==> src/rtl/muldiv_issue_ctrl.sv <==
// muldiv_issue_ctrl: CPU-side initiator for the iterative multiply/divide unit.
//
// Takes decoded MULT/DIV/MTHI/MTLO/MFHI/MFLO requests from the execute stage,
// forwards MULT/DIV to the unit over a valid/ready request channel, collects
// the result over a valid/ready result channel and commits it into the
// architectural HI/LO registers. The pipeline is stalled (req_ready low)
// from the cycle a MULT/DIV is accepted until its result has been committed.
//
// Ports:
//   clock, reset         rising-edge clock, async active-low reset
//   req_valid/req_ready  pipeline request handshake
//   req_op               0 MULT, 1 DIV, 2 MTHI, 3 MTLO, 4 MFHI, 5 MFLO, 6/7 reserved
//   req_sign             signed MULT/DIV
//   req_src0/req_src1    operands (src0 also carries MTHI/MTLO data)
//   rd_valid/rd_data     one-cycle MFHI/MFLO read-back
//   busy                 a MULT/DIV is outstanding
//   mdu_in_*             request channel to the unit (registered payload)
//   mdu_out_*            result channel from the unit (res0 -> LO, res1 -> HI)
//   hi, lo               architectural HI/LO
//   cancel               exception flush, present only with MULDIV_CANCEL_EN
//
// Build option: define MULDIV_CANCEL_EN to add the cancel input. A cancelled
// operation that already reached the unit is still drained from the result
// channel, but its result is dropped instead of written to HI/LO.
module muldiv_issue_ctrl #(
  parameter int         DATA_W = 32,
  parameter logic [1:0] OP_MUL = 2'd1,
  parameter logic [1:0] OP_DIV = 2'd2
) (
  input  logic              clock,
  input  logic              reset,
`ifdef MULDIV_CANCEL_EN
  input  logic              cancel,
`endif
  input  logic              req_valid,
  output logic              req_ready,
  input  logic [2:0]        req_op,
  input  logic              req_sign,
  input  logic [DATA_W-1:0] req_src0,
  input  logic [DATA_W-1:0] req_src1,
  output logic              rd_valid,
  output logic [DATA_W-1:0] rd_data,
  output logic              busy,
  output logic              mdu_in_valid,
  input  logic              mdu_in_ready,
  output logic [1:0]        mdu_in_op,
  output logic              mdu_in_sign,
  output logic [DATA_W-1:0] mdu_in_src0,
  output logic [DATA_W-1:0] mdu_in_src1,
  input  logic              mdu_out_valid,
  output logic              mdu_out_ready,
  input  logic [DATA_W-1:0] mdu_out_res0,
  input  logic [DATA_W-1:0] mdu_out_res1,
  output logic [DATA_W-1:0] hi,
  output logic [DATA_W-1:0] lo
);

  localparam logic [2:0] REQ_MULT = 3'd0;
  localparam logic [2:0] REQ_DIV  = 3'd1;
  localparam logic [2:0] REQ_MTHI = 3'd2;
  localparam logic [2:0] REQ_MTLO = 3'd3;
  localparam logic [2:0] REQ_MFHI = 3'd4;
  localparam logic [2:0] REQ_MFLO = 3'd5;

  typedef enum logic [1:0] {S_IDLE, S_ISSUE, S_WAIT} state_t;

  typedef struct packed {
    logic [1:0]        op;
    logic              sign;
    logic [DATA_W-1:0] src0;
    logic [DATA_W-1:0] src1;
  } mdu_req_t;

  state_t   state_q, state_d;
  mdu_req_t req_q;
  logic     discard_q, discard_d;
  logic     cancel_w;
  logic     accept, is_muldiv, in_hs, out_hs, commit;

`ifdef MULDIV_CANCEL_EN
  assign cancel_w = cancel;
`else
  assign cancel_w = 1'b0;
`endif

  assign accept    = req_valid & req_ready;
  assign is_muldiv = (req_op == REQ_MULT) | (req_op == REQ_DIV);
  assign in_hs     = (state_q == S_ISSUE) & mdu_in_ready;
  assign out_hs    = (state_q == S_WAIT) & mdu_out_valid;
  // A cancel landing in the same cycle as the result also suppresses the write.
  assign commit    = out_hs & ~(discard_q | cancel_w);

  assign mdu_in_op   = req_q.op;
  assign mdu_in_sign = req_q.sign;
  assign mdu_in_src0 = req_q.src0;
  assign mdu_in_src1 = req_q.src1;

  always_ff @(posedge clock or negedge reset) begin
    if (!reset) begin
      state_q   <= S_IDLE;
      discard_q <= 1'b0;
    end else begin
      state_q   <= state_d;
      discard_q <= discard_d;
    end
  end

  always_comb begin
    state_d       = state_q;
    discard_d     = discard_q;
    req_ready     = 1'b0;
    busy          = 1'b1;
    mdu_in_valid  = 1'b0;
    mdu_out_ready = 1'b0;
    case (state_q)
      S_IDLE: begin
        busy      = 1'b0;
        req_ready = ~cancel_w;
        discard_d = 1'b0;
        if (accept && is_muldiv) state_d = S_ISSUE;
      end
      S_ISSUE: begin
        mdu_in_valid = 1'b1;
        if (in_hs) begin
          // Already handed to the unit: must still drain its result.
          state_d   = S_WAIT;
          discard_d = cancel_w;
        end else if (cancel_w) begin
          state_d = S_IDLE;
        end
      end
      S_WAIT: begin
        mdu_out_ready = 1'b1;
        if (cancel_w) discard_d = 1'b1;
        if (out_hs) begin
          state_d   = S_IDLE;
          discard_d = 1'b0;
        end
      end
      default: begin
        state_d   = S_IDLE;
        discard_d = 1'b0;
      end
    endcase
  end

  // Accept (IDLE only) and commit (WAIT only) can never coincide, so the
  // HI/LO writes below never collide.
  always_ff @(posedge clock or negedge reset) begin
    if (!reset) begin
      req_q    <= '0;
      hi       <= '0;
      lo       <= '0;
      rd_data  <= '0;
      rd_valid <= 1'b0;
    end else begin
      rd_valid <= 1'b0;
      if (accept) begin
        case (req_op)
          REQ_MULT, REQ_DIV: begin
            req_q.op   <= (req_op == REQ_DIV) ? OP_DIV : OP_MUL;
            req_q.sign <= req_sign;
            req_q.src0 <= req_src0;
            req_q.src1 <= req_src1;
          end
          REQ_MTHI: hi <= req_src0;
          REQ_MTLO: lo <= req_src0;
          REQ_MFHI: begin
            rd_data  <= hi;
            rd_valid <= 1'b1;
          end
          REQ_MFLO: begin
            rd_data  <= lo;
            rd_valid <= 1'b1;
          end
          default: ;
        endcase
      end
      if (commit) begin
        lo <= mdu_out_res0;
        hi <= mdu_out_res1;
      end
    end
  end

endmodule

==> config.mk <==
export PLATFORM = sky130hd
export DESIGN_NAME = muldiv_issue_ctrl
export DESIGN_NICKNAME = d
export VERILOG_FILES = /design/src/rtl/muldiv_issue_ctrl.sv
export SDC_FILE = /design/constraint.sdc
export NUM_CORES = 1
export LEC_CHECK = 0
export BUFFER_PORTS_ARGS = -buffer_cell sky130_fd_sc_hd__clkbuf_2
export CORE_AREA = 2 2 121 123
export CTS_CLUSTER_DIAMETER = 150
export DETAILED_ROUTE_END_ITERATION = 8
export DIE_AREA = 0 0 123 125
export PLACE_DENSITY_LB_ADDON = 0.12
export SLEW_MARGIN = 40
export SYNTH_ARGS = -nofsm -noshare
export SYNTH_HDL_FRONTEND = slang
export SYNTH_SLANG_ARGS = --single-unit
export TNS_END_PERCENT = 20
==> constraint.sdc <==
create_clock -name clock -period 3.3 [get_ports clock]
set_input_delay 0.495 -clock clock [delete_from_list [all_inputs] [get_ports clock]]
set_output_delay 0.495 -clock clock [all_outputs]
set_load 0.005 [all_outputs]
==> impl_metrics.toml, run 1 <==
[outcome]
status = "complete, no violations"

[placement]
hpwl_mm = 15.4
place_congestion = 0.886
dpl_worst_slack_ns = 0.917
io_buffers = 304

[detailed_routing]
totalWireLength_mm = 23.2
drt_iter0_markers = 624
drc = 0
avgRoutedWirePerCell_um = 21.5
vias = 6652
drt_first_pass_iters = 5
via_per_inst = 6.16
drtAntennaViolNets = 0

[cts]
cts_max_path_buffers = 2
clk_pin_slew_ns = 0.06
cts.sinks = 166
clock_latency_ns = 0.42
cts_resized = 0
cts_tree = "done"
cts_setup_buffers = 0
cts-buffers-inserted = 17
root_buffer = "clkbuf_16"
cts_htree_levels = 4

[logic_synthesis]
syn_area_per_cell_um2 = 11.8
synth_seq_cells = 166
syn-cell-area_um2 = 7200
ys_warn_count = 0
netlist_instances = 609
yosysTopAreaCellShare_pct = 57.7
synth_area_leaders = "dfrtp_1 58%, o21ai_0 9.0%, a2bb2oi_1 7.8%"
synth_top_area_cell = "dfrtp_1"
synth_nets = 746
ys_seq_area_share_pct = 57.7
synth_cell_types = 25
synth_edf_count = 0
synthArstFlopShare_pct = 100
ys.flop_type = "dfrtp_1"

[global_route]
antenna_found_initial = 0
grt_max_degree = 65
gr-total-overflow = 0
grt_pass1_wl_mm = 35.4
grtUsageTotal_pct = 30.1
grt_pass1_vias = 6581

[pwr]
ir_drop_mv = 0.356
p_int_uw = 5210
p_clk_share_pct = 26.3
p_comb_share_pct = 29.7
seqPwrFrac_pct = 44.0
p_per_area_nw_per_um2 = 808
swShare_pct = 32.0
p_sw_uw = 2450
p_leak_uw = 0.00461

[die]
die_w_um = 123
floorplan.initialDensity_pct = 50.7
ios = 305
die-area_um2 = 15400
rows = 44
die_y_um = 125
placeableCoreArea_um2 = 14200

[sta]
setup_slack_ns = 1.00
rsz0062_at_grt = "false"
finalSetupTns_ns = 0
slew_violations = 0
setup_viol = 0
hold_viol = 0
tightest_slew_ns = 0.854
max_slew_margin_pct = 43.1
finalCritPeriodShare_pct = 69.6
max_freq_mhz = 435
min_period_ns = 2.30
worst_clock_skew_ns = 0.00695

[critical_path]
path_cells = "or3b_1 -> buf_4 -> or3_4 -> buf_12 -> mux2_4"
startpoint = "state_q[0]"
worstSetupPathType = "reg2reg"
slowest_delay_ns = 0.50
crit_required_ns = 3.60
r2r_end = "mdu_in_src0[24]"
endpoint_kind = "flip-flop"
slowest_stage = "or3_4"
critPathLaunchType = "flip-flop"
critPathCapture = "mdu_in_src0[24]"
r2r_slack_ns = 1.00
rr_worst_depth = 5
cp_max_fo = 34
path_depth = 5
cp.arrival_ns = 2.60
crit_buf_inv = 2
cp_top_family = "simple AND/OR/NAND/NOR gates"
rr_startpoint = "state_q[0]"

[finish]
layout-drive-gt1-share_pct = 47.5
final_common_cell = "clkbuf_2"
syn_to_final_growth_pct = 31.7
nNetsFinal = 1019
final_cell_mix = "303 x clkbuf_2, 166 x dfrtp_1, 129 x o21ai_0, 64 x a31oi_1, 64 x a2bb2oi_1"
diodes = 0

[worst_hold_path]
hold_start = "mdu_in_ready"
hp-class = "in2reg"
min_delay_path_depth = 2

[job]
max_cap_violations = 0
[kinds of logic (layout without fill, tap and decap cells)]
kind of cell	count (synthesis)	count (layout)	share of synthesized area [%]
mux	67	67	11.5
compound gates	290	290	25.2
flops	166	166	57.7
simple gates	16	16	1.53
buf+inv	70	356	4.12
[registers in the layout, summed over array words and instances, names as in the netlist]
name	count
lo	32
mdu_in_op	2
rd_data	32
state_q	2
hi	32
rd_valid	1
mdu_in_src1	32
mdu_in_src0	32
mdu_in_sign	1
[layer usage]
metal  global-route usage [%]  wire length (um)  up-vias
met3                     7.80              2250       53
met4                     11.5               588        0
met5                        0                 0        -
met1                     37.8              8780     3316
met2                     49.9             11600      400
li1                         -                 -     2883
[area by class of cell]
type | instances | area, um2
Timing Repair Buffer | 319 | 1700
Inverter | 5 | 18.8
Clock inverter | 13 | 156
Multi-Input combinational cell | 373 | 2780
Fill cell | 1104 | 4720
Clock buffer | 19 | 443
Tap cell | 184 | 230
Sequential cell | 166 | 4150
[worst register-to-register path, stage by stage, from the launching register on]
cell and delay, ns:
dfrtp_1 0.45, or3b_1 0.40, buf_4 0.26, or3_4 0.51
buf_12 0.23, mux2_4 0.34
[worst min path at each step]
stage	endpoint	slack, ns
floorplan	hi[0]	0.20
global placement	mdu_in_src1[5]	0.49
detailed placement	mdu_in_src0[21]	0.41
CTS	state_q[0]	0.29
global route	state_q[0]	0.29
finish	state_q[0]	0.30
[cell usage after synthesis (2+ instances only)]
cell type	n
dfrtp_1	166
o21ai_0	129
a2bb2oi_1	64
a31oi_1	64
clkbuf_1	54
mux2_2	48
o22ai_1	32
mux2_4	19
buf_2	6
inv_1	5
and3b_1	3
buf_1	2
buf_6	2
nand2_1	2
nand2b_1	2
nor3b_1	2
[per-stage QoR]
step | total power, uW | util, % | hold WS, ns | std cells | instance area (um2)
3_5_place_dp | 5670 | 62.5 | 0.413 | 1046 | 8870
3_3_place_gp | 5560 | 61.9 | 0.487 | 1043 | 8800
5_1_grt | 8110 | 66.8 | 0.286 | 1079 | 9480
2_1_floorplan | 4330 | - | 0.199 | 609 | 7200
4_1_cts | 7700 | 66.8 | 0.286 | 1079 | 9480
6_report | 7660 | 66.8 | 0.298 | 1079 | 9480
[power by group through the flow]
stage	registers, uW	clock network, uW	logic [uW]
2_1_floorplan	3350	0	981
3_3_place_gp	3340	0	2210
3_5_place_dp	3390	0	2280
4_1_cts	3360	2040	2300
5_1_grt	3470	2120	2520
6_report	3370	2020	2280
[repair_timing]
action	4_1_cts	5_1_grt
hold buffers	1	0
endpoints found under the hold margin	33	0
endpoints found under the setup margin	0	0
No activity file was read; power rests on OpenSTA's default activity.
==> run 2, diff against run 1 <==
CORE_AREA = 2 2 133 135   (was 2 2 121 123)
DIE_AREA = 0 0 135 137   (was 0 0 123 125)
clock period = 2 ns   (was 3.3 ns; I/O delays follow)
==> run 2 against run 1 <==
  * First-iteration DRC count fell by 40%
  * Utilization decreased by 9.9 points
  * Global-route usage is 3.8 points lower
  * Wire length is 4.8% higher
  * Flip-flop and latch count stayed put
  * Clock power up 72%
  * Design area grew 2.4%
  * Combinational power up 67%
  * Critical endpoint is now mdu_in_src0[4]
  * Highest routed layer unchanged
==> impl_metrics.toml, run 2 (synthesized netlist as in run 1, its figures left out) <==
[cts]
clk_pin_slew_ns = 0.06
cts-buffers-inserted = 17
cts_max_path_buffers = 2
cts.sinks = 166
cts_tree = "done"
root_buffer = "clkbuf_16"
clock_latency_ns = 0.42
cts_htree_levels = 4

[critical_path]
cp_max_fo = 50
critPathLaunchType = "flip-flop"
rr_worst_depth = 4
startpoint = "state_q[1]"
worstSetupPathType = "reg2reg"
crit_required_ns = 2.30
rr_startpoint = "state_q[1]"
r2r_slack_ns = 0.09
r2r_end = "mdu_in_src0[4]"
cp_top_family = "simple AND/OR/NAND/NOR gates"
cp.arrival_ns = 2.21
crit_buf_inv = 1
endpoint_kind = "flip-flop"
slowest_stage = "dfrtp_1"
slowest_delay_ns = 0.44
path_cells = "or3b_1 -> or3_4 -> buf_12 -> mux2_2"

[global_route]
antenna_found_initial = 1
gr-total-overflow = 0
gr-usage-met3_pct = 7.04
globalRouteMet2Util_pct = 44.3
grt_pass1_vias = 6701
met1_usage_pct = 32.4
grtUsageTotal_pct = 26.4
grt_max_degree = 51
busiest_layer = "met2"
grt_pass1_wl_mm = 37.0

[die]
ios = 305
rows = 48
placeableCoreArea_um2 = 17100
die_y_um = 137
floorplan.initialDensity_pct = 42.2
die-area_um2 = 18500
die_w_um = 135

[placement]
dpl_worst_slack_ns = 0.102
place_congestion = 0.815
hpwl_mm = 16.9
io_buffers = 304

[sta]
setup_slack_ns = 0.0949
rsz0062_at_grt = "false"
tightest_slew_ns = 0.651
finalCritPeriodShare_pct = 95.3
setup_viol = 0
worst_clock_skew_ns = 0.00909
min_period_ns = 1.91
max_freq_mhz = 525
slew_violations = 0
hold_viol = 0
max_slew_margin_pct = 56.6

[detailed_routing]
vias = 6571
drc = 0
drt_iter0_markers = 372
avgRoutedWirePerCell_um = 21.3
totalWireLength_mm = 24.3
drtAntennaViolNets = 0
via_per_inst = 5.77
drt_first_pass_iters = 5

[worst_hold_path]
hp-class = "in2reg"
min_delay_path_depth = 2
holdPathEnd = "state_q[0]"
hold_start = "mdu_in_ready"

[finish]
layout-drive-gt1-share_pct = 48.2
final_cell_mix = "303 x clkbuf_2, 166 x dfrtp_1, 129 x o21ai_0, 64 x a31oi_1, 64 x a2bb2oi_1"
syn_to_final_growth_pct = 34.8
fin_util_pct = 56.9
nNetsFinal = 1036
final_common_cell = "clkbuf_2"

[pwr]
p_clk_share_pct = 27.1
p_sw_uw = 4050
ir_drop_mv = 0.624
p_leak_uw = 0.00471
p_int_uw = 8790
swShare_pct = 31.5
seqPwrFrac_pct = 43.2
p_comb_share_pct = 29.7
p_per_area_nw_per_um2 = 1320

[job]
max_cap_violations = 0

[outcome]
status = "complete, no violations"
## run 2: what timing repair did
item / CTS / global route
setup buffers: 0 / 0
resized for setup: 0 / 0
hold buffers: 1 / 0
endpoints found under the hold margin: 42 / 0
## run 2: through the flow
| stage | area [um2] | hold WS, ns | total power (uW) | cells | setup TNS [ns] |
|---|---|---|---|---|---|
| 2_1_floorplan | 7210 | 0.00441 | 7140 | 609 | -0.339 |
| 3_3_place_gp | 9060 | 0.274 | 9290 | 1104 | 0 |
| 3_5_place_dp | 9060 | 0.288 | 9430 | 1104 | 0 |
| 4_1_cts | 9700 | 0.0754 | 12900 | 1137 | 0 |
| 5_1_grt | 9710 | 0.0947 | 13600 | 1138 | 0 |
| 6_report | 9710 | 0.0919 | 12800 | 1138 | 0 |
## run 2: worst max-delay path by stage
stage                                  to  depth (start not counted)
after floorplan           mdu_in_src0[13]                          7
after global placement    mdu_in_src0[30]                          4
after detailed placement  mdu_in_src0[24]                          4
after CTS                 mdu_in_src0[24]                          4
after global routing      mdu_in_src0[30]                          4
final                      mdu_in_src0[4]                          4
## run 2: cell type report
cell class | instances | area, um2
clock buffers | 20 | 457
inverters | 5 | 18.8
multi-input cells | 373 | 2770
well taps | 225 | 282
flip-flops and latches | 166 | 4150
repair buffers | 336 | 1850
fillers | 1522 | 7350
clock inverters | 12 | 176
diodes | 1 | 2.50
## run 2: power by group through the flow
stage | Sequential [uW] | Clock [uW] | Combinational, uW
2_1_floorplan | 5520 | 0 | 1620
3_3_place_gp | 5540 | 0 | 3750
3_5_place_dp | 5590 | 0 | 3840
4_1_cts | 5540 | 3550 | 3860
5_1_grt | 5700 | 3710 | 4220
6_report | 5540 | 3480 | 3810
## run 2: worst reg2reg max path: cells and delay by family, from the launching register on
kind          cells  cell delay, ns
buf+inv           1            0.21
flops             1            0.44
simple gates      2            0.80
mux               1            0.35
## run 2: per-layer routing
layer	routed length, um	up-vias	part of all wire [%]
li1	-	2907	-
met1	9470	3278	39
met2	12200	348	50
met3	2040	38	8.4
met4	556	0	2.3
met5	0	-	0
